`src/rtl/countdown_with_subtractor.sv`:
```
// countdown_with_subtractor: loadable 32-bit countdown stepping by a 4-bit amount, saturating at zero with a sticky underflow flag.
module countdown_with_subtractor (
  input  logic        clk,
  input  logic        reset,
  input  logic        load,
  input  logic [31:0] load_value,
  input  logic        enable,
  input  logic [3:0]  sub_value,
  output logic [31:0] count,
  output logic        busy,
  output logic        done,
  output logic        underflow
);
  typedef enum logic [1:0] {IDLE, RUN, DONE} state_t;
  state_t      state_q, state_d;
  logic [31:0] count_q, count_d;
  logic        uf_q, uf_d;
  logic [31:0] step;
  logic        above;
  assign step  = {28'd0, sub_value};
  assign above = count_q > step;
  // a zero step never advances, so it cannot finish or underflow the countdown
  always_comb begin
    state_d = state_q;
    count_d = count_q;
    uf_d    = uf_q;
    if (load) begin
      count_d = load_value;
      uf_d    = 1'b0;
      state_d = (load_value == 32'd0) ? DONE : RUN;
    end else if (state_q == RUN && enable && sub_value != 4'd0) begin
      count_d = above ? count_q - step : 32'd0;
      uf_d    = uf_q | (count_q < step);
      state_d = above ? RUN : DONE;
    end else if (state_q == DONE) begin
      state_d = IDLE;
    end
  end
  always_ff @(posedge clk or posedge reset) begin
    if (reset) begin
      state_q <= IDLE;
      count_q <= 32'd0;
      uf_q    <= 1'b0;
    end else begin
      state_q <= state_d;
      count_q <= count_d;
      uf_q    <= uf_d;
    end
  end
  assign count     = count_q;
  assign busy      = state_q == RUN;
  assign done      = state_q == DONE;
  assign underflow = uf_q;
endmodule

```
`config.mk`:
```
export PLATFORM = sky130hd
export DESIGN_NAME = countdown_with_subtractor
export DESIGN_NICKNAME = d
export VERILOG_FILES = /design/src/rtl/countdown_with_subtractor.sv
export SDC_FILE = /design/constraint.sdc
export NUM_CORES = 1
export LEC_CHECK = 0
export BUFFER_PORTS_ARGS = -buffer_cell sky130_fd_sc_hd__buf_2
export CAP_MARGIN = 20
export CORE_ASPECT_RATIO = 0.75
export CORE_UTILIZATION = 55
export CTS_CLUSTER_SIZE = 16
export DETAILED_ROUTE_END_ITERATION = 10
export MAX_ROUTING_LAYER = met4
export PLACE_DENSITY = 0.85
export SYNTH_ARGS = -nofsm -noshare
export SYNTH_HDL_FRONTEND = slang
export SYNTH_SLANG_ARGS = --single-unit
```
`constraint.sdc`:
```
create_clock -name clk -period 5.9 [get_ports clk]
set_clock_uncertainty 0.15 [all_clocks]
set_input_delay 0.295 -clock clk [delete_from_list [all_inputs] [get_ports clk]]
set_output_delay 0.295 -clock clk [all_outputs]
set_load 0.005 [all_outputs]
```
==> results of run 1 <==
[worst max-delay path: cells and delay by family (launching register included)]
kind	cells	cell delay, ns
flops	1	0.42
simple gates	4	2.17
compound gates	2	0.42
[report_power, final]
| group | total, mW | internal [mW] | switching (mW) |
|---|---|---|---|
| logic | 0.171 | 0.0788 | 0.0919 |
| registers | 0.297 | 0.264 | 0.0331 |
| clock network | 0.171 | 0.0828 | 0.0877 |
[logic make-up (layout without fill, tap and decap cells)]
group,after synthesis,in the layout,share of synthesized area [%]
multiplexers,2,2,0.828
buffers and inverters,25,97,4.66
XOR/XNOR,18,18,6.52
adder cells (fa/ha/maj),5,5,2.90
flip-flops,35,35,36.2
AND/OR/NAND/NOR,124,124,29.1
AO/OA/AOI/OAI,67,67,19.8
[area by class of cell]
type | count | area share [%]
Clock inverter | 1 | 0.173
Multi-Input combinational cell | 216 | 49.4
Clock buffer | 7 | 2.63
Timing Repair Buffer | 77 | 13.7
Tap cell | 55 | 2.38
Inverter | 12 | 1.56
Sequential cell | 35 | 30.2
[metal layers]
layer  up-vias  GRT usage, %
met1      1197          46.3
li1       1182             -
met2       142          48.2
met3        11          6.77
met5         -             -
met4         0          9.26
[flip-flops by register name, summed over array words and instances (netlist names)]
name and flops:
count 32, state_q 2, underflow 1
[worst max-delay path by stage]
stage                            to  slack [ns]
after floorplan           count[30]        2.86
after global placement     count[7]        2.76
after global routing       count[2]        2.36
after CTS                  count[2]        2.61
final                      count[7]        2.58
after detailed placement   count[2]        2.65
[Yosys cell counts, types with 4 or more instances]
| library cell | number |
|---|---|
| xor2_1 | 12 |
| o31ai_1 | 7 |
| inv_1 | 12 |
| nand2b_1 | 13 |
| o211a_1 | 11 |
| or4_1 | 6 |
| o21ai_0 | 16 |
| nand2_1 | 18 |
| or3_1 | 6 |
| clkbuf_1 | 10 |
| nor2_1 | 13 |
| xnor2_1 | 6 |
| ha_1 | 4 |
| dfrtp_1 | 35 |
| nor3_1 | 24 |
| nor4_1 | 18 |
| a21oi_1 | 10 |
| or2_2 | 6 |
[repair_timing]
| item | in CTS | in global routing |
|---|---|---|
| endpoints found under the hold margin | 35 | 0 |
| setup endpoints to repair | 0 | 0 |
| buffers inserted | 0 | 0 |
| hold buffers | 1 | 0 |
==> impl_metrics.env, run 1 <==
export IMPL_status="completed"
export IMPL_post_route_period_util_pct=56.3
export IMPL_fp_row_count=20
export IMPL_netlist_top_cells_area="dfrtp_1 (36%), nor3_1 (5.0%), nor4_1 (4.7%), o211a_1 (4.6%), xor2_1 (4.3%)"
export IMPL_holdWs_ns=0.0729
export IMPL_vias_per_cell=6.28
export IMPL_irDropWorstVdd_mv=0.147
export IMPL_syn2layout_area_growth_pct=19.8
export IMPL_diodes=0
export IMPL_ys_seq_area_share_pct=36.2
export IMPL_worstMarginPinSlew_ns=0.789
export IMPL_hold_start="load_value[6]"
export IMPL_crit_required_ns=5.90
export IMPL_fin_area_sq_um=2900
export IMPL_grt_pass1_wl_microns=11300
export IMPL_power_density_nw_per_um2=220
export IMPL_drv_slew=0
export IMPL_dieHeight_microns=59.4
export IMPL_clockBufferDepth=2
export IMPL_top_level_ports=75
export IMPL_setup_tns_ns=0
export IMPL_crit_type="reg -> reg"
export IMPL_worstPathMaxFanout=9
export IMPL_io_buffer_count=74
export IMPL_grt_antenna_before_repair=0
export IMPL_start_util_pct=58.6
export IMPL_setup_viol=0
export IMPL_crit_path_start_kind="flop"
export IMPL_path_clk_slew_ns=0.07
export IMPL_r2r_setup_slack_ns=2.58
export IMPL_wl_per_cell_microns=17.0
export IMPL_synth_flop_cell="dfrtp_1"
export IMPL_nets=392
export IMPL_post_route_min_period_ns=3.32
export IMPL_drt_first_pass_iters=5
export IMPL_hpwlAfterDp_microns=5060
export IMPL_fin_util_pct=70.2
export IMPL_core_area_sq_um=4130
export IMPL_final_setup_worst_slack_ns=2.58
export IMPL_highest_layer="met4"
export IMPL_place_ws_ns=2.65
export IMPL_post_cts_resized=0
export IMPL_cts_htree_levels=2
export IMPL_final_cells=403
export IMPL_total_power_uw=638
export IMPL_hold_depth=3
export IMPL_overflow=0
export IMPL_arrival_ns=3.32
export IMPL_cts_inserted_buffers=5
export IMPL_hold_viol=0
export IMPL_place_area_sq_um=2810
export IMPL_fmax_mhz=301
export IMPL_met2_length_microns=3050
export IMPL_wl_met1_microns=3040
export IMPL_root_buffer="clkbuf_8"
export IMPL_rsz0062_at_grt="no"
export IMPL_worstSetupStartpoint="count[13]"
export IMPL_synth_top_area_share_pct=36.2
export IMPL_ant_nets=0
export IMPL_reg2reg_depth=6
export IMPL_grt_max_degree=66
export IMPL_ys_seq_elements=35
export IMPL_r2r_start="count[13]"
export IMPL_timing_max_cap_violations=0
export IMPL_regArea_sq_um=876
export IMPL_num_vias=2532
export IMPL_syn_nets=321
export IMPL_cts_tree="yes"
export IMPL_synth_top_area_cell="dfrtp_1"
export IMPL_drive_above_1_share_pct=27.9
export IMPL_async_reset_ff_share_pct=100
export IMPL_die_area_sq_um=4670
export IMPL_final_common_cell="buf_2"
export IMPL_wl_microns=6850
export IMPL_synthCells=276
export IMPL_whs_endpoint="count[6]"
export IMPL_p_leak_nw=1.26
export IMPL_hold_class="in -> reg"
export IMPL_cp_end_kind="flop"
export IMPL_cpMaxStageDelayCell="nor4_2"
export IMPL_wl_met3_microns=684
export IMPL_multi_input_area_sq_um=1430
export IMPL_die_w_microns=78.6
export IMPL_synth_edf_count=0
export IMPL_syn_area_per_cell_sq_um=8.76
export IMPL_r2r_end="count[7]"
export IMPL_ys_types=51
export IMPL_gp_congestion=0.931
export IMPL_mappedNetlistArea_sq_um=2420
export IMPL_yosys_warnings=0
export IMPL_crit_path_max_incr_delay_ns=0.73
export IMPL_placed_cells=394
export IMPL_drt_initial_drc_count=274
export IMPL_relSlewSlack_pct=46.9
export IMPL_grt_pass1_vias=2310
export IMPL_drc=0
export IMPL_final_cell_mix="buf_2 (74), dfrtp_1 (35), nor3_1 (24), nor4_1 (18), nand2_1 (18)"
export IMPL_insertion_delay_ns=0.29
export IMPL_grt_use_total_pct=33.0
export IMPL_crit_chain="or4_4 > or4b_4 > nor4_2 > nor2_1 > a221oi_1 > a21oi_1"
export IMPL_fillers=350
export IMPL_clock_sinks=35
No activity file was read; power rests on OpenSTA's default activity.
==> run 2, diff against run 1 <==
--- a/config.mk
+++ b/config.mk
@@ -5,14 +5,15 @@
 export SDC_FILE = /design/constraint.sdc
 export NUM_CORES = 1
 export LEC_CHECK = 0
+export ABC_AREA = 1
 export BUFFER_PORTS_ARGS = -buffer_cell sky130_fd_sc_hd__buf_2
 export CAP_MARGIN = 20
 export CORE_ASPECT_RATIO = 0.75
-export CORE_UTILIZATION = 55
+export CORE_UTILIZATION = 49
 export CTS_CLUSTER_SIZE = 16
 export DETAILED_ROUTE_END_ITERATION = 10
 export MAX_ROUTING_LAYER = met4
-export PLACE_DENSITY = 0.85
+export PLACE_DENSITY = 0.78
 export SYNTH_ARGS = -nofsm -noshare
 export SYNTH_HDL_FRONTEND = slang
 export SYNTH_SLANG_ARGS = --single-unit
==> constraint.sdc (replaced) <==
create_clock -name clk -period 2.8 [get_ports clk]
set_clock_uncertainty 0.15 [all_clocks]
set_input_delay 0.14 -clock clk [delete_from_list [all_inputs] [get_ports clk]]
set_output_delay 0.14 -clock clk [all_outputs]
set_load 0.005 [all_outputs]
==> impl_metrics.env, run 2 <==
export IMPL_crit_required_ns=2.89
export IMPL_mappedNetlistArea_sq_um=2950
export IMPL_ys_seq_elements=35
export IMPL_p_leak_nw=1.92
export IMPL_final_cell_mix="nand2_1 (123), buf_2 (74), inv_1 (63), nor2_1 (55), nand3_1 (41)"
export IMPL_crit_path_start_kind="flop"
export IMPL_cts_inserted_buffers=5
export IMPL_setup_tns_ns=0
export IMPL_core_area_sq_um=5800
export IMPL_worstMarginPinSlew_ns=0.581
export IMPL_root_buffer="clkbuf_8"
export IMPL_hold_class="in -> reg"
export IMPL_synth_flop_cell="dfrtp_1"
export IMPL_setup_viol=0
export IMPL_cp_end_kind="flop"
export IMPL_power_density_nw_per_um2=486
export IMPL_hold_viol=0
export IMPL_hpwlAfterDp_microns=6930
export IMPL_post_route_period_util_pct=81.0
export IMPL_post_cts_resized=0
export IMPL_async_reset_ff_share_pct=100
export IMPL_io_buffer_count=74
export IMPL_diodes=0
export IMPL_relSlewSlack_pct=61.1
export IMPL_start_util_pct=50.8
export IMPL_clockBufferDepth=2
export IMPL_largest_reg_flops=32
export IMPL_total_power_mw=1.79
export IMPL_post_cts_setup_buffers=0
export IMPL_vias_per_cell=5.43
export IMPL_ant_nets=0
export IMPL_rsz0062_at_grt="no"
export IMPL_syn2layout_area_growth_pct=25.0
export IMPL_grt_pass1_vias=3216
export IMPL_clock_sinks=35
export IMPL_status="completed"
export IMPL_grt_antenna_before_repair=0
export IMPL_yosysMostFrequentCell="nand2_1"
export IMPL_wl_microns=9340
export IMPL_whs_endpoint="count[7]"
export IMPL_fp_row_count=24
export IMPL_timing_max_cap_violations=0
export IMPL_post_route_min_period_ns=2.27
export IMPL_synth_top_area_share_pct=29.7
export IMPL_drive_above_1_share_pct=26.0
export IMPL_drt_initial_drc_count=426
export IMPL_worstPathMaxFanout=16
export IMPL_final_common_cell="nand2_1"
export IMPL_num_vias=3392
export IMPL_hold_start="load_value[7]"
export IMPL_syn_area_per_cell_sq_um=6.53
export IMPL_r2r_end="count[14]"
export IMPL_fmax_mhz=441
export IMPL_r2r_start="count[0]"
export IMPL_die_w_microns=91.5
export IMPL_yosys_warnings=0
export IMPL_netlist_top_cells_area="dfrtp_1 (30%), nand2_1 (16%), inv_1 (8.0%), nor2_1 (7.0%), nand3_1 (7.0%)"
export IMPL_hold_depth=4
export IMPL_drt_first_pass_iters=6
export IMPL_drv_slew=0
export IMPL_top_level_ports=75
export IMPL_overflow=0
export IMPL_grt_pass1_wl_microns=15300
export IMPL_syn_nets=496
export IMPL_synth_commonest_cells="nand2_1 (123), inv_1 (63), nor2_1 (55), nand3_1 (41), dfrtp_1 (35)"
export IMPL_dieHeight_microns=69.2
export IMPL_die_area_sq_um=6330
export IMPL_crit_type="reg -> reg"
export IMPL_ys_types=34
export IMPL_path_clk_slew_ns=0.08
export IMPL_nets=591
export IMPL_ys_seq_area_share_pct=29.7
export IMPL_synth_edf_count=0
export IMPL_arrival_ns=2.36
export IMPL_grt_max_degree=36
export IMPL_wl_per_cell_microns=14.9
export IMPL_reg2reg_depth=14
export IMPL_irDropWorstVdd_mv=0.301
export IMPL_synth_top_area_cell="dfrtp_1"
export IMPL_gp_congestion=0.920
export IMPL_synthCells=451
export IMPL_grt_use_total_pct=31.8
export IMPL_insertion_delay_ns=0.30
export IMPL_drc=0
export IMPL_cts_tree="yes"
export IMPL_cts_htree_levels=2
export IMPL_r2r_setup_slack_ns=0.53
[run 2: cell types whose count changed in the layout (fill, tap and decap cells not counted), moves of 12 or more]
cell / previous run / this run
nand3_1: 2 / 41
nand2_1: 18 / 123
nor2_2: 0 / 14
nand2b_1: 13 / 0
o21bai_1: 0 / 12
nor4_1: 18 / 3
inv_1: 12 / 63
nand2_2: 0 / 16
nor2_1: 13 / 55
nor3_1: 24 / 3
dlygate4sd3_1: 1 / 17
[run 2: through the flow]
step                      hold WS, ns  cell area (sq um)  worst slack, ns  util [%]  std cells
after floorplan                 0.107               2950            0.738         -        451
after global placement          0.121               3400            0.651      58.6        600
after detailed placement        0.123               3400            0.577      58.6        600
after CTS                     0.00863               3680            0.556      63.6        625
after global routing           0.0316               3680            0.372      63.6        625
final                          0.0105               3680            0.531      63.6        625
[run 2: logic make-up after synthesis]
kind of cell	Yosys count	share of synthesized area, %
AND/OR/NAND/NOR	290	47.1
XOR/XNOR	6	1.78
flip-flops	35	29.7
adder cells (fa/ha/maj)	5	2.38
buffers and inverters	74	10.4
AO/OA/AOI/OAI	41	8.54
[run 2: how the worst max path moves through the flow]
stage / from / endpoint
global route: count[0] / count[14]
CTS: count[0] / count[14]
global placement: count[0] / count[14]
detailed placement: count[0] / count[14]
finish: count[0] / count[14]
floorplan: count[0] / count[4]
[run 2: final cells by class]
class | instances | area (sq um)
clock buffers | 6 | 82.6
clock inverters | 2 | 35.0
fillers | 547 | 2110
inverters | 65 | 244
multi-input cells | 342 | 1760
flip-flops and latches | 35 | 876
well taps | 78 | 97.6
repair buffers | 97 | 586
[run 2: power breakdown]
| part | internal [mW] | leakage (nW) | total (mW) | switching [mW] |
|---|---|---|---|---|
| clock network | 0.289 | 0.0612 | 0.500 | 0.211 |
| registers | 0.572 | 0.416 | 0.674 | 0.102 |
| logic | 0.247 | 1.44 | 0.618 | 0.371 |
| total | 1.11 | 1.92 | 1.79 | 0.684 |
[run 2: repair_timing]
action                                 4_1_cts  5_1_grt
setup endpoints to repair                    0        0
endpoints found under the hold margin       51        0
hold buffers                                17        0
[run 2: critical path: stages (launching register included)]
cell,delay (ns)
dfrtp_1,0.35
inv_1,0.06
ha_1,0.21
fa_1,0.40
inv_1,0.07
nand2_1,0.06
nand2_2,0.08
nand2_4,0.08
nand3_2,0.11
nand2_2,0.08
nand2_4,0.08
nand2_4,0.06
nand2_4,0.22
nand3_1,0.13
nand2_1,0.07
[run 2: layer usage]
layer	track usage [%]	routed length [microns]	part of all wire, %
met5	-	0	0
met4	8.82	110	1.2
met3	6.84	1030	11
met2	46.2	4080	44
met1	44.5	4120	44
